File: config.mk
export PLATFORM = sky130hd
export DESIGN_NAME = pipeline_ctrl
export DESIGN_NICKNAME = d
export VERILOG_FILES = /design/src/rtl/pipeline_ctrl.sv
export SDC_FILE = /design/constraint.sdc
export NUM_CORES = 1
export LEC_CHECK = 0
export BUFFER_PORTS_ARGS = -buffer_cell sky130_fd_sc_hd__buf_2
export CORE_ASPECT_RATIO = 1.75
export CORE_UTILIZATION = 54
export DETAILED_ROUTE_END_ITERATION = 10
export PLACE_DENSITY = 0.93
export SETUP_SLACK_MARGIN = 0.4
export SLEW_MARGIN = 20
export SYNTH_ARGS = -nofsm -noshare
export SYNTH_HDL_FRONTEND = slang
export SYNTH_SLANG_ARGS = --single-unit
export TNS_END_PERCENT = 50
File: constraint.sdc
create_clock -name clk -period 4.39 [get_ports clk]
set_input_delay 0.439 -clock clk [delete_from_list [all_inputs] [get_ports clk]]
set_output_delay 0.439 -clock clk [all_outputs]
set_load 0.02 [all_outputs]
File: src/rtl/pipeline_ctrl.sv
// Pipeline control for the 5-stage 16-bit core: advance/bubble controls for the PC and
// the four pipeline registers, hazard/miss stalls, HLT drain and a saturating stall counter.
module pipeline_ctrl #(
    parameter int CNT_W = 16
) (
    input  logic             clk,
    input  logic             rst,
    input  logic [3:0]       id_rs,
    input  logic [3:0]       id_rt,
    input  logic             id_uses_rs,
    input  logic             id_uses_rt,
    input  logic             ex_memread,
    input  logic [3:0]       ex_rd,
    input  logic             branch_taken,
    input  logic             halt_id,
    input  logic             imem_stall,
    input  logic             dmem_stall,
    output logic             pc_wren,
    output logic             ifid_wren,
    output logic             ifid_clr,
    output logic             idex_wren,
    output logic             idex_clr,
    output logic             exmem_wren,
    output logic             exmem_clr,
    output logic             memwb_wren,
    output logic             memwb_clr,
    output logic             halted,
    output logic [CNT_W-1:0] stall_cnt
);

    typedef enum logic [1:0] {RUN, DRAIN, HALTED} state_t;

    state_t     state, state_nxt;
    logic [1:0] drain_cnt, drain_nxt;
    logic       load_use;

    // R0 is hard-wired to zero, so a load targeting it never creates a hazard.
    assign load_use = ex_memread && (ex_rd != 4'd0) &&
                      ((id_uses_rs && (id_rs == ex_rd)) ||
                       (id_uses_rt && (id_rt == ex_rd)));

    // NOTE: every output and next-state variable gets a default first so no latch is inferred.
    always_comb begin
        state_nxt  = state;
        drain_nxt  = drain_cnt;
        pc_wren    = 1'b1;
        ifid_wren  = 1'b1;
        ifid_clr   = 1'b0;
        idex_wren  = 1'b1;
        idex_clr   = 1'b0;
        exmem_wren = 1'b1;
        exmem_clr  = 1'b0;
        memwb_wren = 1'b1;
        memwb_clr  = 1'b0;
        halted     = 1'b0;

        if (rst) begin
            pc_wren    = 1'b0;
            ifid_wren  = 1'b0;
            idex_wren  = 1'b0;
            exmem_wren = 1'b0;
            memwb_wren = 1'b0;
        end else begin
            unique case (state)
                RUN: begin
                    if (dmem_stall) begin
                        pc_wren    = 1'b0;
                        ifid_wren  = 1'b0;
                        idex_wren  = 1'b0;
                        exmem_wren = 1'b0;
                        memwb_clr  = 1'b1;
                    end else if (load_use) begin
                        pc_wren   = 1'b0;
                        ifid_wren = 1'b0;
                        idex_clr  = 1'b1;
                    end else if (halt_id) begin
                        pc_wren   = 1'b0;
                        ifid_clr  = 1'b1;
                        state_nxt = DRAIN;
                        drain_nxt = 2'd3;
                    end else if (branch_taken) begin
                        // A redirect beats an instruction miss: the PC loads the target.
                        ifid_clr = 1'b1;
                    end else if (imem_stall) begin
                        pc_wren  = 1'b0;
                        ifid_clr = 1'b1;
                    end
                end
                DRAIN: begin
                    pc_wren   = 1'b0;
                    ifid_wren = 1'b0;
                    ifid_clr  = 1'b1;
                    if (dmem_stall) begin
                        idex_wren  = 1'b0;
                        exmem_wren = 1'b0;
                        memwb_clr  = 1'b1;
                    end else begin
                        // HLT reaches MEM/WB on the cycle the count leaves 1.
                        drain_nxt = drain_cnt - 2'd1;
                        if (drain_cnt <= 2'd1) begin
                            drain_nxt = 2'd0;
                            state_nxt = HALTED;
                        end
                    end
                end
                HALTED: begin
                    pc_wren    = 1'b0;
                    ifid_wren  = 1'b0;
                    idex_wren  = 1'b0;
                    exmem_wren = 1'b0;
                    memwb_wren = 1'b0;
                    halted     = 1'b1;
                end
                default: state_nxt = RUN;
            endcase
        end
    end

    // NOTE: sequential state uses non-blocking assignments so all registers update together.
    always_ff @(posedge clk or posedge rst) begin
        if (rst) begin
            state     <= RUN;
            drain_cnt <= 2'd0;
            stall_cnt <= '0;
        end else begin
            state     <= state_nxt;
            drain_cnt <= drain_nxt;
            if ((state == RUN) && !pc_wren && (stall_cnt != {CNT_W{1'b1}}))
                stall_cnt <= stall_cnt + CNT_W'(1);
        end
    end

endmodule

### Yosys cells after proc, flatten, opt, wreduce, memory -nomap -nowiden

Index checks and enable logic that the tools add are counted.

| operators by class | value |
|---|---|
| add/subtract/negate cells | 2 |
| multiply operators | 0 |
| divide/modulo/power cells | 0 |
| $lt $le $gt $ge | 1 |
| eq/ne operators | 10 |
| shift-type cells | 0 |
| muxes and demuxes | 44 |
| bitwise operators | 2 |
| reductions and logical operators | 15 |

Operator list:

| kind | count |
|---|---|
| two-way mux 1 bit | 28 |
| two-way mux 2 bit | 10 |
| adder 16 x 1 -> 16 bit (second input constant) | 1 |
| != test 16 bit (second input constant) | 1 |
| != test 2 bit (second input constant) | 5 |
| == test 4 bit | 2 |
| case mux 1 bit (2 select lines) | 4 |
| AND reduction 7 bit | 1 |
| logical AND 1 bit | 6 |
| case mux 2 bit (3 select lines) | 1 |
| AND reduction 6 bit | 1 |
| case mux 2 bit (2 select lines) | 1 |
| nonzero test 4 bit | 1 |
| OR reduction 2 bit | 2 |
| == test 2 x 1 -> 1 bit (second input constant) | 1 |
| == test 2 bit (second input constant) | 1 |
| less-or-equal comparator 2 x 1 -> 1 bit (second input constant) | 1 |
| logical NOT 2 bit | 1 |
| inverter 1 bit | 2 |
| nonzero test 2 bit | 1 |
| subtractor 2 x 1 -> 2 bit (second input constant) | 1 |
| logical NOT 1 bit | 1 |
| logical OR 1 bit | 1 |

| word-level totals | value |
|---|---|
| register bits after elaboration | 20 |
| latch bits | 0 |
| memory bits (writable) | 0 |
| ROM bits | 0 |
| input bits | 21 |
| word-level logic and storage cells | 77 |
| memories | 0 |

### Longest topological paths before layout

| depth | value |
|---|---|
| depth after elaboration | 11 |
| gate-level depth with buffers | 7 |
| depth with buffers taken out | 6 |

### Worst setup path after synthesis

OpenSTA, ideal clock, no wires.

| timing | value |
|---|---|
| kind | input -> output |
| from | input ex_rd[0] |
| to | output idex_clr |
| arrival time | 2.001 ns |
| required time | 3.951 ns |
| slack | 1.950 ns |
| cell stages on the path | 4 |
| buffers on the path | 0 |
| cells stage by stage | xor2_1 -> nor4_2 -> nor2_1 -> nor4b_1 |

| on the way | value |
|---|---|
| longest elaborated chain between the ends | 8 |
| elaborated cells on any way between the ends | 12 |
| those cells by class | 2 x eq/ne; 4 x mux; 6 x reduce/logical |

Ends and longest elaborated chain:

| element | line | RTL |
|---|---|---|
| start: declaration | 13 | `input logic [3:0] ex_rd,` |
| == test 4 bit (on tied branches) | 39, 40 |  |
| logical AND 1 bit (on tied branches) | 39, 40 |  |
| logical OR 1 bit | 39 | `((id_uses_rs && (id_rs == ex_rd)) \|\|` |
| logical AND 1 bit (*) | 38 | `assign load_use = ex_memread && (ex_rd != 4'd0) &&` |
| two-way mux 1 bit (*) | 72 | `end else if (load_use) begin` |
| two-way mux 1 bit (*) | 66 | `if (dmem_stall) begin` |
| two-way mux 1 bit (*) | 64 | `unique case (state)` |
| two-way mux 1 bit (*) | 57 | `if (rst) begin` |
| end: declaration | 22 | `output logic idex_clr,` |

Every way passes the cells marked *; elsewhere a longest branch is shown, timed or not.

### Worst setup path after layout

| timing | value |
|---|---|
| from | input ex_rd[0] |
| to | output ifid_clr |

| on the way | value |
|---|---|
| longest elaborated chain between the ends | 8 |
| elaborated cells on any way between the ends | 12 |
| those cells by class | 2 x eq/ne; 4 x mux; 6 x reduce/logical |

Ends and longest elaborated chain:

| element | line | RTL |
|---|---|---|
| == test 4 bit (on tied branches) | 39, 40 |  |
| logical AND 1 bit (on tied branches) | 39, 40 |  |
| logical OR 1 bit | 39 |  |
| logical AND 1 bit (*) | 38 |  |
| two-way mux 1 bit (*) | 72 |  |
| two-way mux 1 bit (*) | 66 |  |
| case mux 1 bit (2 select lines) (*) | 64 |  |
| two-way mux 1 bit (*) | 57 |  |
| end: declaration | 20 | `output logic ifid_clr,` |

Marks and branches as above.

==> results.py <==
metrics = {
    "clock_network": {
        "cts_tree": "built",
        "cts.repair_timing.setup_buffer_count": 0,
        "cts_root_buf": "clkbuf_8",
        "clkTransAtPathRegs_ps": 70,
        "clock-sinks": 20,
        "htreeDepth": 1,
        "clkLatencyLatePin_ps": 260,
        "holdBufCountCts": 0,
        "cts_made_buffers": 3,
        "cts_resized": 0,
        "clk_path_buf_depth": 2,
    },
    "timing": {
        "setup-violations-final": 0,
        "worstMarginPinSlew_ps": 824,
        "maxSlewViolCount": 0,
        "setup_tns_ps": 0,
        "rsz0062_at_grt": "false",
        "skew_ps": 1.83,
        "setup_ws_ps": 1980,
        "hold_violations": 0,
        "slew_headroom": 0.450,
        "post-route-period-util": 0.550,
        "fmax_mhz": 414,
        "min_period_ps": 2410,
    },
    "finish": {
        "area_growth_pct": 20.1,
        "diodes": 0,
        "drive_gt1_frac": 0.359,
        "final_cell_area_um2": 1690,
        "fin_nets": 211,
        "nFillCells": 186,
        "finalNonFillerCells": 210,
    },
    "logic_synthesis": {
        "synth_area_um2": 1410,
        "synth_largest_area_cell": "dfrtp_1",
        "synthTopCellsByArea": "dfrtp_1, xor2_1, ha_1, nand3_1, nor4_2",
        "async_reset_ff_frac": 1.00,
        "ys_types": 44,
        "synth_top_area_frac": 0.356,
        "syn_area_per_cell_um2": 10.1,
        "yosys-top-cells-count": "dfrtp_1, xor2_1, nand3_1, nor2_1, inv_1",
        "yosysWarnings": 0,
        "ys_ff_latch": 20,
        "synth_ff_type": "dfrtp_1",
        "mappedNetlistNets": 165,
        "synth_cells": 139,
        "synth-edff-count": 0,
        "post-synth-top-count-cell": "dfrtp_1",
        "synth-seq-area-share": 0.356,
    },
    "worst_setup_path": {
        "worstPathCellList": "buf_2 > o41a_1 > nand3_1 > nor4_2 > nor2_1 > nand3b_1 > a21oi_1 > buf_2",
        "crit-reg2reg-launch": "stall_cnt[3]$_DFFE_PP0P_",
        "r2r_end": "stall_cnt[1]$_DFFE_PP0P_",
        "endpoint_kind": "primary output",
        "crit_top_cell": "buf_2",
        "path_max_fanout": 4,
        "required_ps": 3950,
        "r2r_slack_ps": 2260,
        "slowest_stage": "o41a_1",
        "crit_arrival_ps": 1970,
        "critical_path_class": "primary input to primary output",
        "reg2reg_depth": 5,
        "cp-startpoint": "ex_rd[0]",
        "path_buf_inv": 2,
        "startpoint_type": "primary input",
        "cp-endpoint": "ifid_clr",
        "crit_path_max_incr_delay_ps": 440,
        "crit_family": "compound AO/OA/AOI/OAI gates",
        "crit_cells": 8,
    },
    "placed_design": {
        "io_buffers": 45,
        "gp_congestion": 0.832,
        "dp_slack_ps": 1840,
        "post-dp-hpwl_um": 2340,
        "place_area_um2": 1630,
        "dp.cells": 206,
    },
    "grt": {
        "use_met3": 0.0192,
        "grt.busiest_layer": "met2",
        "grt_util_met1": 0.257,
        "met2_usage": 0.429,
        "grt.overflow.total": 0,
        "grt_usage": 0.242,
        "grt_start_max_net_pins": 23,
        "grt_pass1_vias": 1208,
        "grt_first_pass_wirelength_um": 4970,
        "antenna_found_initial": 0,
    },
    "route": {
        "wl_per_cell_um": 14.8,
        "vias": 1233,
        "drtIter0Drc": 35,
        "ant_nets": 0,
        "drtPass1Iterations": 4,
        "drcViolationCount": 0,
        "drt_wl_total_um": 3100,
        "viasPerCell": 5.87,
    },
    "die": {
        "die_y_um": 69.5,
        "die_area_um2": 2820,
        "core_area_um2": 2490,
        "ios": 47,
        "die_x_um": 40.6,
        "start_util": 0.564,
        "num_rows": 24,
    },
    "run": {
        "drv_cap": 0,
    },
    "outcome": {
        "outcome": "complete, no violations",
    },
    "min_path": {
        "hold_class": "primary input to asynchronous set/reset pin",
    },
    "power_and_ir_drop": {
        "power.leakage_uw": 0.000836,
        "finalPower_uw": 366,
        "power.density_nw_per_um2": 217,
        "ir_worst_vdd_mv": 0.154,
    },
}
state kept, by name (all words and copies together) (netlist names):
| register | cells |
|---|---|
| stall_cnt | 16 |
| drain_cnt | 2 |
| state | 2 |
worst min-delay path by stage:
stage / end / start / depth (start not counted)
finish: stall_cnt[9]$_DFFE_PP0P_ / rst / 2
global route: stall_cnt[11]$_DFFE_PP0P_ / stall_cnt[11]$_DFFE_PP0P_ / 1
CTS: stall_cnt[12]$_DFFE_PP0P_ / rst / 2
detailed placement: stall_cnt[11]$_DFFE_PP0P_ / stall_cnt[11]$_DFFE_PP0P_ / 1
global placement: stall_cnt[6]$_DFFE_PP0P_ / stall_cnt[6]$_DFFE_PP0P_ / 1
floorplan: drain_cnt[1]$_DFFE_PP0P_ / drain_cnt[1]$_DFFE_PP0P_ / 1
metrics by stage:
stage / hold slack [ps] / utilization
6_report: 431 / 0.677
4_1_cts: 447 / 0.677
5_1_grt: 505 / 0.677
3_3_place_gp: 468 / 0.655
3_5_place_dp: 480 / 0.655
2_1_floorplan: 478 / -
per-layer routing:
metal | part of all wire | routed length [um]
met1 | 0.40 | 1250
met2 | 0.54 | 1680
met3 | 0.034 | 104
met4 | 0.020 | 62
met5 | 0 | 0
cell type report:
class / instances / area (um^2) / area share
multi-input combinational: 106 / 841 / 0.498
sequential: 20 / 500 / 0.297
timing repair buffer: 45 / 225 / 0.133
clock buffer: 4 / 55.1 / 0.0326
inverter: 9 / 33.8 / 0.0200
tap: 26 / 32.5 / 0.0193
worst register-to-register path: stages, from the launching register on:
cell     delay (ps)
dfrtp_1         420
and4_1          350
nand3_4         170
nor3_4          550
nor2_1          170
mux2_1          350
power breakdown:
group	total, uW	switching [uW]	internal, uW	leakage, uW
registers	188	2.13	186	0.000263
clock network	141	61.6	79.8	0.0000288
logic	36.8	22.0	14.8	0.000544
logic make-up after synthesis:
kind of cell	share of synthesized area
muxes	0.0392
DFF	0.356
xor gates and xnor gates	0.131
adders and majority gates	0.0445
AOI/OAI and AO/OA	0.0837
buffers and inverters	0.0454
other	0.00267
and+or+nand+nor	0.297
layout by cell type (no fill, tap or decap), drive strengths merged, types with 2 or more instances in the layout:
master / n
a21oi: 6
nor4: 7
nand3: 12
xor2: 18
buf: 45
xnor2: 3
nand2: 5
o31ai: 2
mux2: 4
nor3b: 2
nand4: 2
ha: 5
dfrtp: 20
nand2b: 2
inv: 9
clkbuf: 4
nor3: 10
nor2: 11
(Power assumes the default switching activity.)
